<file path="src/rtl/dispense_pkg.sv">
// Shared types and default timing for the dispense sequencer slice.
package dispense_pkg;

   localparam int unsigned DEF_DEPTH         = 4;
   localparam int unsigned DEF_MOTOR_CYCLES  = 8;
   localparam int unsigned DEF_TIMEOUT       = 32;
   localparam int unsigned DEF_CHANGE_CYCLES = 4;
   localparam int unsigned DEF_CNT_W         = 16;

   typedef enum logic [2:0] {
      IDLE,
      MOTOR,
      WAIT_DROP,
      CHG_OR_DONE,
      CHANGE,
      FAULT
   } state_t;

   typedef struct packed {
      logic change;
   } vend_entry_t;

   function automatic int unsigned max3(input int unsigned a, input int unsigned b,
                                        input int unsigned c);
      int unsigned m;
      m = (a > b) ? a : b;
      return (m > c) ? m : c;
   endfunction

endpackage

</file>
<file path="src/rtl/dispense_fifo.sv">
// Vend-event FIFO: DEPTH entries, pointers carry one extra wrap bit for full/empty.
module dispense_fifo
   import dispense_pkg::*;
#(
   parameter int unsigned DEPTH = DEF_DEPTH
) (
   input  logic                     clk,
   input  logic                     reset,
   input  logic                     push_i,
   input  vend_entry_t              wr_data_i,
   input  logic                     pop_i,
   output vend_entry_t              rd_data_o,
   output logic                     full_o,
   output logic                     empty_o,
   output logic [$clog2(DEPTH):0]   level_o
);

   localparam int unsigned AW = $clog2(DEPTH);

   vend_entry_t   mem_q [DEPTH];
   logic [AW:0]   wr_ptr_q;
   logic [AW:0]   rd_ptr_q;
   logic          do_push;
   logic          do_pop;

   assign full_o    = (wr_ptr_q[AW] != rd_ptr_q[AW]) && (wr_ptr_q[AW-1:0] == rd_ptr_q[AW-1:0]);
   assign empty_o   = (wr_ptr_q == rd_ptr_q);
   assign level_o   = wr_ptr_q - rd_ptr_q;
   assign rd_data_o = mem_q[rd_ptr_q[AW-1:0]];
   assign do_push   = push_i && !full_o;
   assign do_pop    = pop_i && !empty_o;

   always_ff @(posedge clk or posedge reset) begin
      if (reset) begin
         wr_ptr_q <= '0;
         rd_ptr_q <= '0;
      end else begin
         if (do_push) wr_ptr_q <= wr_ptr_q + (AW+1)'(1);
         if (do_pop)  rd_ptr_q <= rd_ptr_q + (AW+1)'(1);
      end
   end

   always_ff @(posedge clk) begin
      if (do_push) mem_q[wr_ptr_q[AW-1:0]] <= wr_data_i;
   end

endmodule

</file>
<file path="src/rtl/dispense_sequencer.sv">
// Dispense sequencer: queues vend events and runs motor / drop-wait / change per event.
// Optional build macro DISPENSE_RETRY_EN: one motor retry after the first drop timeout.
module dispense_sequencer
   import dispense_pkg::*;
#(
   parameter int unsigned DEPTH         = DEF_DEPTH,
   parameter int unsigned MOTOR_CYCLES  = DEF_MOTOR_CYCLES,
   parameter int unsigned TIMEOUT       = DEF_TIMEOUT,
   parameter int unsigned CHANGE_CYCLES = DEF_CHANGE_CYCLES,
   parameter int unsigned CNT_W         = DEF_CNT_W
) (
   input  logic                     clk,
   input  logic                     reset,
   input  logic                     vend_req,
   input  logic                     vend_change,
   input  logic                     drop_sensor,
   input  logic                     fault_clr,
   output logic                     motor_on,
   output logic                     change_sol,
   output logic                     vend_done,
   output logic                     req_drop,
   output logic                     fault,
   output logic                     busy,
   output logic [$clog2(DEPTH):0]   q_level,
   output logic [CNT_W-1:0]         vend_count
);

   localparam int unsigned TW = $clog2(max3(MOTOR_CYCLES, TIMEOUT, CHANGE_CYCLES) + 1);
   localparam logic [TW-1:0] MOTOR_LAST   = TW'(MOTOR_CYCLES - 1);
   localparam logic [TW-1:0] TIMEOUT_LAST = TW'(TIMEOUT - 1);
   localparam logic [TW-1:0] CHANGE_LAST  = TW'(CHANGE_CYCLES - 1);

   state_t              state_q;
   logic [TW-1:0]       timer_q;
   logic                early_drop_q;
   logic                chg_q;
   logic                motor_on_q;
   logic                change_sol_q;
   logic                vend_done_q;
   logic                req_drop_q;
   logic                fault_q;
   logic [CNT_W-1:0]    vend_count_q;
`ifdef DISPENSE_RETRY_EN
   logic                retry_q;
`endif

   vend_entry_t         push_entry;
   vend_entry_t         head;
   logic                fifo_full;
   logic                fifo_empty;
   logic                pop;

   assign push_entry.change = vend_change;
   assign pop               = (state_q == IDLE) && !fifo_empty;

   dispense_fifo #(
      .DEPTH (DEPTH)
   ) u_fifo (
      .clk       (clk),
      .reset     (reset),
      .push_i    (vend_req),
      .wr_data_i (push_entry),
      .pop_i     (pop),
      .rd_data_o (head),
      .full_o    (fifo_full),
      .empty_o   (fifo_empty),
      .level_o   (q_level)
   );

   always_ff @(posedge clk or posedge reset) begin
      if (reset) begin
         state_q      <= IDLE;
         timer_q      <= '0;
         early_drop_q <= 1'b0;
         chg_q        <= 1'b0;
         motor_on_q   <= 1'b0;
         change_sol_q <= 1'b0;
         vend_done_q  <= 1'b0;
         req_drop_q   <= 1'b0;
         fault_q      <= 1'b0;
         vend_count_q <= '0;
`ifdef DISPENSE_RETRY_EN
         retry_q      <= 1'b0;
`endif
      end else begin
         vend_done_q <= 1'b0;
         // full is the pre-pop view, so a coinciding pop never rescues the request
         req_drop_q  <= vend_req && fifo_full;
         unique case (state_q)
            IDLE: begin
               if (!fifo_empty) begin
                  chg_q        <= head.change;
                  early_drop_q <= 1'b0;
                  timer_q      <= '0;
                  motor_on_q   <= 1'b1;
                  state_q      <= MOTOR;
`ifdef DISPENSE_RETRY_EN
                  retry_q      <= 1'b0;
`endif
               end
            end
            MOTOR: begin
               if (drop_sensor) early_drop_q <= 1'b1;
               if (timer_q == MOTOR_LAST) begin
                  motor_on_q <= 1'b0;
                  timer_q    <= '0;
                  state_q    <= (early_drop_q || drop_sensor) ? CHG_OR_DONE : WAIT_DROP;
               end else begin
                  timer_q <= timer_q + TW'(1);
               end
            end
            WAIT_DROP: begin
               if (drop_sensor) begin
                  state_q <= CHG_OR_DONE;
               end else if (timer_q == TIMEOUT_LAST) begin
`ifdef DISPENSE_RETRY_EN
                  if (!retry_q) begin
                     retry_q      <= 1'b1;
                     early_drop_q <= 1'b0;
                     timer_q      <= '0;
                     motor_on_q   <= 1'b1;
                     state_q      <= MOTOR;
                  end else begin
                     fault_q <= 1'b1;
                     state_q <= FAULT;
                  end
`else
                  fault_q <= 1'b1;
                  state_q <= FAULT;
`endif
               end else begin
                  timer_q <= timer_q + TW'(1);
               end
            end
            CHG_OR_DONE: begin
               timer_q <= '0;
               if (chg_q) begin
                  change_sol_q <= 1'b1;
                  state_q      <= CHANGE;
               end else begin
                  vend_done_q  <= 1'b1;
                  vend_count_q <= vend_count_q + CNT_W'(1);
                  state_q      <= IDLE;
               end
            end
            CHANGE: begin
               if (timer_q == CHANGE_LAST) begin
                  change_sol_q <= 1'b0;
                  vend_done_q  <= 1'b1;
                  vend_count_q <= vend_count_q + CNT_W'(1);
                  state_q      <= IDLE;
               end else begin
                  timer_q <= timer_q + TW'(1);
               end
            end
            FAULT: begin
               if (fault_clr) begin
                  fault_q <= 1'b0;
                  state_q <= IDLE;
               end
            end
            default: state_q <= IDLE;
         endcase
      end
   end

   assign motor_on   = motor_on_q;
   assign change_sol = change_sol_q;
   assign vend_done  = vend_done_q;
   assign req_drop   = req_drop_q;
   assign fault      = fault_q;
   assign vend_count = vend_count_q;
   assign busy       = (state_q != IDLE) || !fifo_empty;

endmodule

</file>
<file path="config.mk">
export PLATFORM = sky130hd
export DESIGN_NAME = dispense_sequencer
export DESIGN_NICKNAME = d
export VERILOG_FILES = /design/src/rtl/dispense_pkg.sv /design/src/rtl/dispense_fifo.sv /design/src/rtl/dispense_sequencer.sv
export SDC_FILE = /design/constraint.sdc
export NUM_CORES = 1
export LEC_CHECK = 0
export ABC_AREA = 1
export BUFFER_PORTS_ARGS = -buffer_cell sky130_fd_sc_hd__buf_2
export CORE_MARGIN = 3
export CORE_UTILIZATION = 55
export CTS_CLUSTER_DIAMETER = 80
export CTS_CLUSTER_SIZE = 40
export DETAILED_ROUTE_END_ITERATION = 8
export GPL_TIMING_DRIVEN = 0
export PLACE_DENSITY_LB_ADDON = 0.05
export SLEW_MARGIN = 15
export SYNTH_ARGS = -nofsm -noshare
export SYNTH_HDL_FRONTEND = slang
export SYNTH_SLANG_ARGS = --single-unit
</file>
<file path="constraint.sdc">
create_clock -name clk -period 2.1 [get_ports clk]
set_input_delay 0 -clock clk [delete_from_list [all_inputs] [get_ports clk]]
set_output_delay 0 -clock clk [all_outputs]
set_load 0.01 [all_outputs]
</file>
After elaboration in Yosys (flattened, before gate mapping) --
Memories as Yosys holds them, arrays and structs flattened. A register that Yosys moved wholly into a read port is not among the register bits. Cells that the tools add are included.
Operators by class: reduce and logical (&&, ||, !) cells 23, $add $sub $neg 5, eq/ne operators 23, multiplexer cells 36, bitwise logic cells 1
Operators with widths (number):
- 2-to-1 mux 16 bit | 2
- one-hot mux 16 bit (2 select lines) | 1
- 2-to-1 mux 6 bit | 5
- one-hot mux 6 bit (5 select lines) | 1
- != test 2 bit, second input constant | 11
- 2-to-1 mux 3 bit | 7
- one-hot mux 3 bit (6 select lines) | 1
- adder 16 x 1 -> 16 bit, second input constant | 1
- 2-to-1 mux 1 bit | 14
- AND reduction 3 bit | 4
- one-hot mux 1 bit (2 select lines) | 5
- AND reduction 5 bit | 2
- adder 3 x 1 -> 3 bit, second input constant | 2
- adder 6 x 1 -> 6 bit, second input constant | 1
- == test 3 x 2 -> 1 bit, second input constant | 2
- == test 3 bit, second input constant | 2
- == test 6 x 2 -> 1 bit, second input constant | 1
- == test 6 x 3 -> 1 bit, second input constant | 1
- == test 6 x 5 -> 1 bit, second input constant | 1
- nonzero test 2 bit | 3
- logical AND 1 bit | 5
- nonzero test 5 bit | 1
- AND reduction 4 bit | 1
- == test 3 x 1 -> 1 bit, second input constant | 1
- 11 further kinds | 13
Storage, ports and cells: output and inout port bits 25, memory bits (writable) 4, bits in registers 37, memories 1, word-level logic and storage cells 100
Memory list:
- u_fifo.mem_q | depth 4, bits a word 1, read ports 1, clocked after memory_dff 1, write ports 1, RTL line dispense_fifo.sv:20 | vend_entry_t mem_q [DEPTH];

Depth between registers and ports, before layout --
word-level depth 6, gate-level depth with buffers 10, gate-level depth less buffers 10

Cells and area by module --
Synthesis repeated with hierarchy kept, for this count alone.
Second synthesis, totals: cell total of the unflattened synthesis 362, area total of the unflattened synthesis 2613.8 um^2
By module, submodules not included:
- dispense_sequencer | area each 1961.9 um^2, instances 1, cells each 287, seq. area each 800.8 um^2
- dispense_fifo | area each 651.9 um^2, instances 1, cells each 75, seq. area each 270.3 um^2

Worst setup path before layout --
Ideal clock, no wire load.
path type reg2reg, from register u_fifo.wr_ptr_q[0], to memory u_fifo.mem_q[3] (netlist name) (enable), cell stages (with the launch flop) 8, buffers on the path 0, period minus slack after synthesis 1523 ps, path slack 577 ps, library setup time 312 ps, data arrival time 1211 ps, path through dfrtp_1 inv_1 ha_1 nand2_1 inv_1 nand2_1 nand2_1 nor2_1
On the way: cells in the longest elaborated chain, start to end 6
Ends and longest elaborated chain:
- start, declared | RTL line dispense_fifo.sv:21 | logic [AW:0] wr_ptr_q;
- start signal, assigned | RTL line dispense_fifo.sv:38 | if (do_push) wr_ptr_q <= wr_ptr_q + (AW+1)'(1);
- == test 2 bit | RTL line dispense_fifo.sv:26 | assign full_o = (wr_ptr_q[AW] != rd_ptr_q[AW]) && (wr_ptr_q[AW-1:0] == rd_ptr_q[AW-1:0]);
- logical AND 1 bit | RTL line dispense_fifo.sv:26
- logical NOT 1 bit | RTL line dispense_fifo.sv:30 | assign do_push = push_i && !full_o;
- logical AND 1 bit | RTL line dispense_fifo.sv:30
- 2-to-1 mux 1 bit | RTL line dispense_fifo.sv:44 | if (do_push) mem_q[wr_ptr_q[AW-1:0]] <= wr_data_i;
- 2-to-1 mux 1 bit (not written as such) | RTL line dispense_fifo.sv:44
- end, declared | RTL line dispense_fifo.sv:20
Parallel ways exist; a longest one is shown, timed or not.

Final worst setup path --
Ends and elaborated chain as after synthesis.

==> impl_metrics.tcl <==
set metrics [dict create \
    synthXorXnorAreaFrac_pct 6.843 \
    postSynthRegisterBits 42 \
    diodes 0 \
    netlist_instances 310 \
    status "finished clean" \
    drv_slew 0 \
    critical_path_class "flop to flop" \
    clockBufferDepth 2 \
    syn_area_sq_mm 0.002414 \
    final_area_sq_mm 0.002759 \
    ir_worst_vdd_uv 617.1 \
    io_pins 31 \
    ctsHtreeMaxLevel 2 \
    final_util_pct 67.04 \
    drt-initial-drc-count 84 \
    rows 23 \
    r2r_start "u_fifo.wr_ptr_q[0]$_DFFE_PP0P_" \
    fin_worst_skew_ps 1.979 \
    arrival_ps 1720 \
    synth_top_family_by_area "simple AND/OR/NAND/NOR gates" \
    synth_compound_area_share_pct 3.940 \
    fin_crit_sh_pct 82.63 \
    drive_above_1_share_pct 15.06 \
    cp.required_ps 2090 \
    hpwlAfterDp_um 3433 \
    grt_pass1_wl_um 8231 \
    dp_cells 391 \
    grt_pass1_vias 1893 \
    setup_viol 0 \
    reg2reg_slack_ps 360 \
    multi_input_area_sq_mm 0.001136 \
    dr.pass1.iters 4 \
    end_kind "flop" \
    syn_to_final_growth_pct 14.31 \
    hold_ws_ps 48.43 \
    leakagePower_uw 0.001412 \
    grt_max_degree 37 \
    synth_nets 326 \
    drtAntennaViolNets 0 \
    hold_violations 0 \
    initial_core_util_pct 58.65 \
    finalSetupTns_ps 0 \
    worst_pin_slew_ps 432.2 \
    muxShareOfSynthArea_pct 0 \
    power.density_mw_per_mm2 1166 \
    antenna_found_initial 0 \
    rsz0062_at_grt "false" \
    ys_seq_area_share_pct 44.38 \
    portBuffers 30 \
    hp-class "primary input to flop" \
    clock_latency_ps 290 \
    synth-adder-area-share_pct 5.495 \
    clk_pin_slew_ps 70 \
    syn_avg_cell_area_sq_um 7.786 \
    cts-root-buf "clkbuf_8" \
    start_kind "flop" \
    fp.dieH_um 72.25 \
    routed-via-count 1962 \
    fmax_ghz 0.5763 \
    maxCapViolCount 0 \
    track_usage_pct 20.06 \
    seqCellArea_sq_mm 0.001071 \
    finalCriticalPeriod_ps 1735 \
    place_area_sq_mm 0.002646 \
    die_area_sq_mm 0.005219 \
    synthSimpleGateAreaFrac_pct 30.79 \
    endpoint "u_fifo.mem_q[3]$_DFFE_PP_" \
    cp-startpoint "u_fifo.wr_ptr_q[0]$_DFFE_PP0P_" \
    cts_made_buffers 5 \
    cts.repair.resized 0 \
    cts_num_sinks 42 \
    totalWireLength_um 4480 \
    r2r_end "u_fifo.mem_q[3]$_DFFE_PP_" \
    r2r_cells 7 \
    cts_tree "done" \
    num-fill-cells 360 \
    vias_per_cell 4.881 \
    drc 0 \
    synth.distinct_cells 30 \
    nets 367 \
    gp_congestion 0.8537 \
    ys_warn_count 0 \
    fp.coreArea_sq_mm 0.004115 \
    slew_headroom_pct 70.97 \
    die_x_um 72.25 \
    wl_per_cell_um 11.14 \
    layoutNonFillerInstCount 402 \
    critPathMaxFanout 7 \
    overflow 0 \
]
## where the power goes
group / switching (uW) / internal, uW
Clock: 262 / 230
Combinational: 933 / 563
Sequential: 181 / 1050
## layout make-up
| type | count | share of cell area [%] |
|---|---|---|
| Clock buffer | 6 | 2.630 |
| Tap cell | 50 | 2.268 |
| Buffer | 2 | 0.8163 |
| Multi-Input combinational cell | 217 | 41.18 |
| Inverter | 49 | 6.667 |
| Timing Repair Buffer | 34 | 7.256 |
| Clock inverter | 2 | 0.3628 |
| Sequential cell | 42 | 38.82 |
## worst max-delay path, cell delays in order (launching register included)
cell and delay [ps]:
dfrtp_1 410, inv_1 150, ha_1 260, nand2_1 70, inv_1 60, nand2_1 100
nand2_1 170, nor2_1 210
## through the flow
| stage | total power [uW] | worst slack, ps |
|---|---|---|
| 2_1_floorplan | 2337 | 576.6 |
| 3_3_place_gp | 2708 | 382.4 |
| 3_5_place_dp | 2755 | 352.0 |
| 4_1_cts | 3266 | 341.7 |
| 5_1_grt | 3557 | 200.2 |
| 6_report | 3218 | 364.7 |
## cells in the mapped netlist, drive strengths merged
library cell | count | area share [%]
nand2 | 97 | 15
inv | 49 | 7.6
nor2 | 39 | 6.5
dfrtp | 38 | 39
nand3 | 19 | 4.4
xor2 | 17 | 6.5
o21ai | 10 | 2.1
ha | 9 | 4.7
nor3 | 7 | 1.9
nand4 | 6 | 1.6
a21oi | 4 | 0.98
edfxtp | 4 | 5.0
and2 | 2 | 0.52
buf | 2 | 0.93
a21boi | 1 | 0.31
fa | 1 | 0.83
nand3b | 1 | 0.31
nor3b | 1 | 0.31
o211ai | 1 | 0.31
o22ai | 1 | 0.26
xnor2 | 1 | 0.36
## state kept, by name, summed over array words and instances, names as in the netlist
name	flops
vend_done	1
chg_q	1
req_drop	1
change_sol	1
vend_count	16
motor_on	1
early_drop_q	1
u_fifo.wr_ptr_q	3
u_fifo.mem_q	4
u_fifo.rd_ptr_q	3
fault	1
timer_q	6
state_q	3
## routing by layer
| layer | wire (um) | vias up | share of wire, % | track usage (%) |
|---|---|---|---|---|
| met5 | 0 | - | 0 | 0 |
| met4 | 41 | 0 | 0.92 | 6.054 |
| met3 | 212 | 4 | 4.7 | 5.125 |
| met2 | 2187 | 40 | 49 | 33.06 |
| met1 | 2039 | 882 | 46 | 26.01 |
| li1 | - | 1036 | - | - |
## timing repair
item	CTS	global route
setup buffers	0	0
hold buffers	3	0
hold endpoints to repair	43	0
## cell families after synthesis
logic type                 count (synthesis)
adders and majority gates                 10
buffers and inverters                     51
xor gates and xnor gates                  18
and+or+nand+nor                          172
DFF                                       42
AOI/OAI and AO/OA                         17
## cell usage in the layout (no fill, tap or decap), types with 3 or more instances in the layout
cell type	count
inv_1	45
dlygate4sd3_1	3
buf_2	30
dfrtp_1	38
edfxtp_1	4
nor3_1	5
o21ai_0	10
ha_1	9
xor2_1	16
nand4_1	6
nor2_1	37
inv_2	4
a21oi_1	3
nand2_1	96
nand3_1	17
clkbuf_8	5
## worst min path at each step
stage | to | start | slack (ps) | cells past startpoint
after floorplan | u_fifo.mem_q[0]$_DFFE_PP_ | vend_change | 100 | 0
after detailed placement | u_fifo.wr_ptr_q[1]$_DFFE_PP0P_ | reset | -130 | 2
after CTS | state_q[2]$_DFFE_PP0P_ | drop_sensor | 30 | 4
after global routing | state_q[2]$_DFFE_PP0P_ | drop_sensor | 40 | 4
final | state_q[2]$_DFFE_PP0P_ | drop_sensor | 50 | 4
after global placement | u_fifo.mem_q[0]$_DFFE_PP_ | vend_change | 220 | 1
Power figures use the tool's default switching activity.
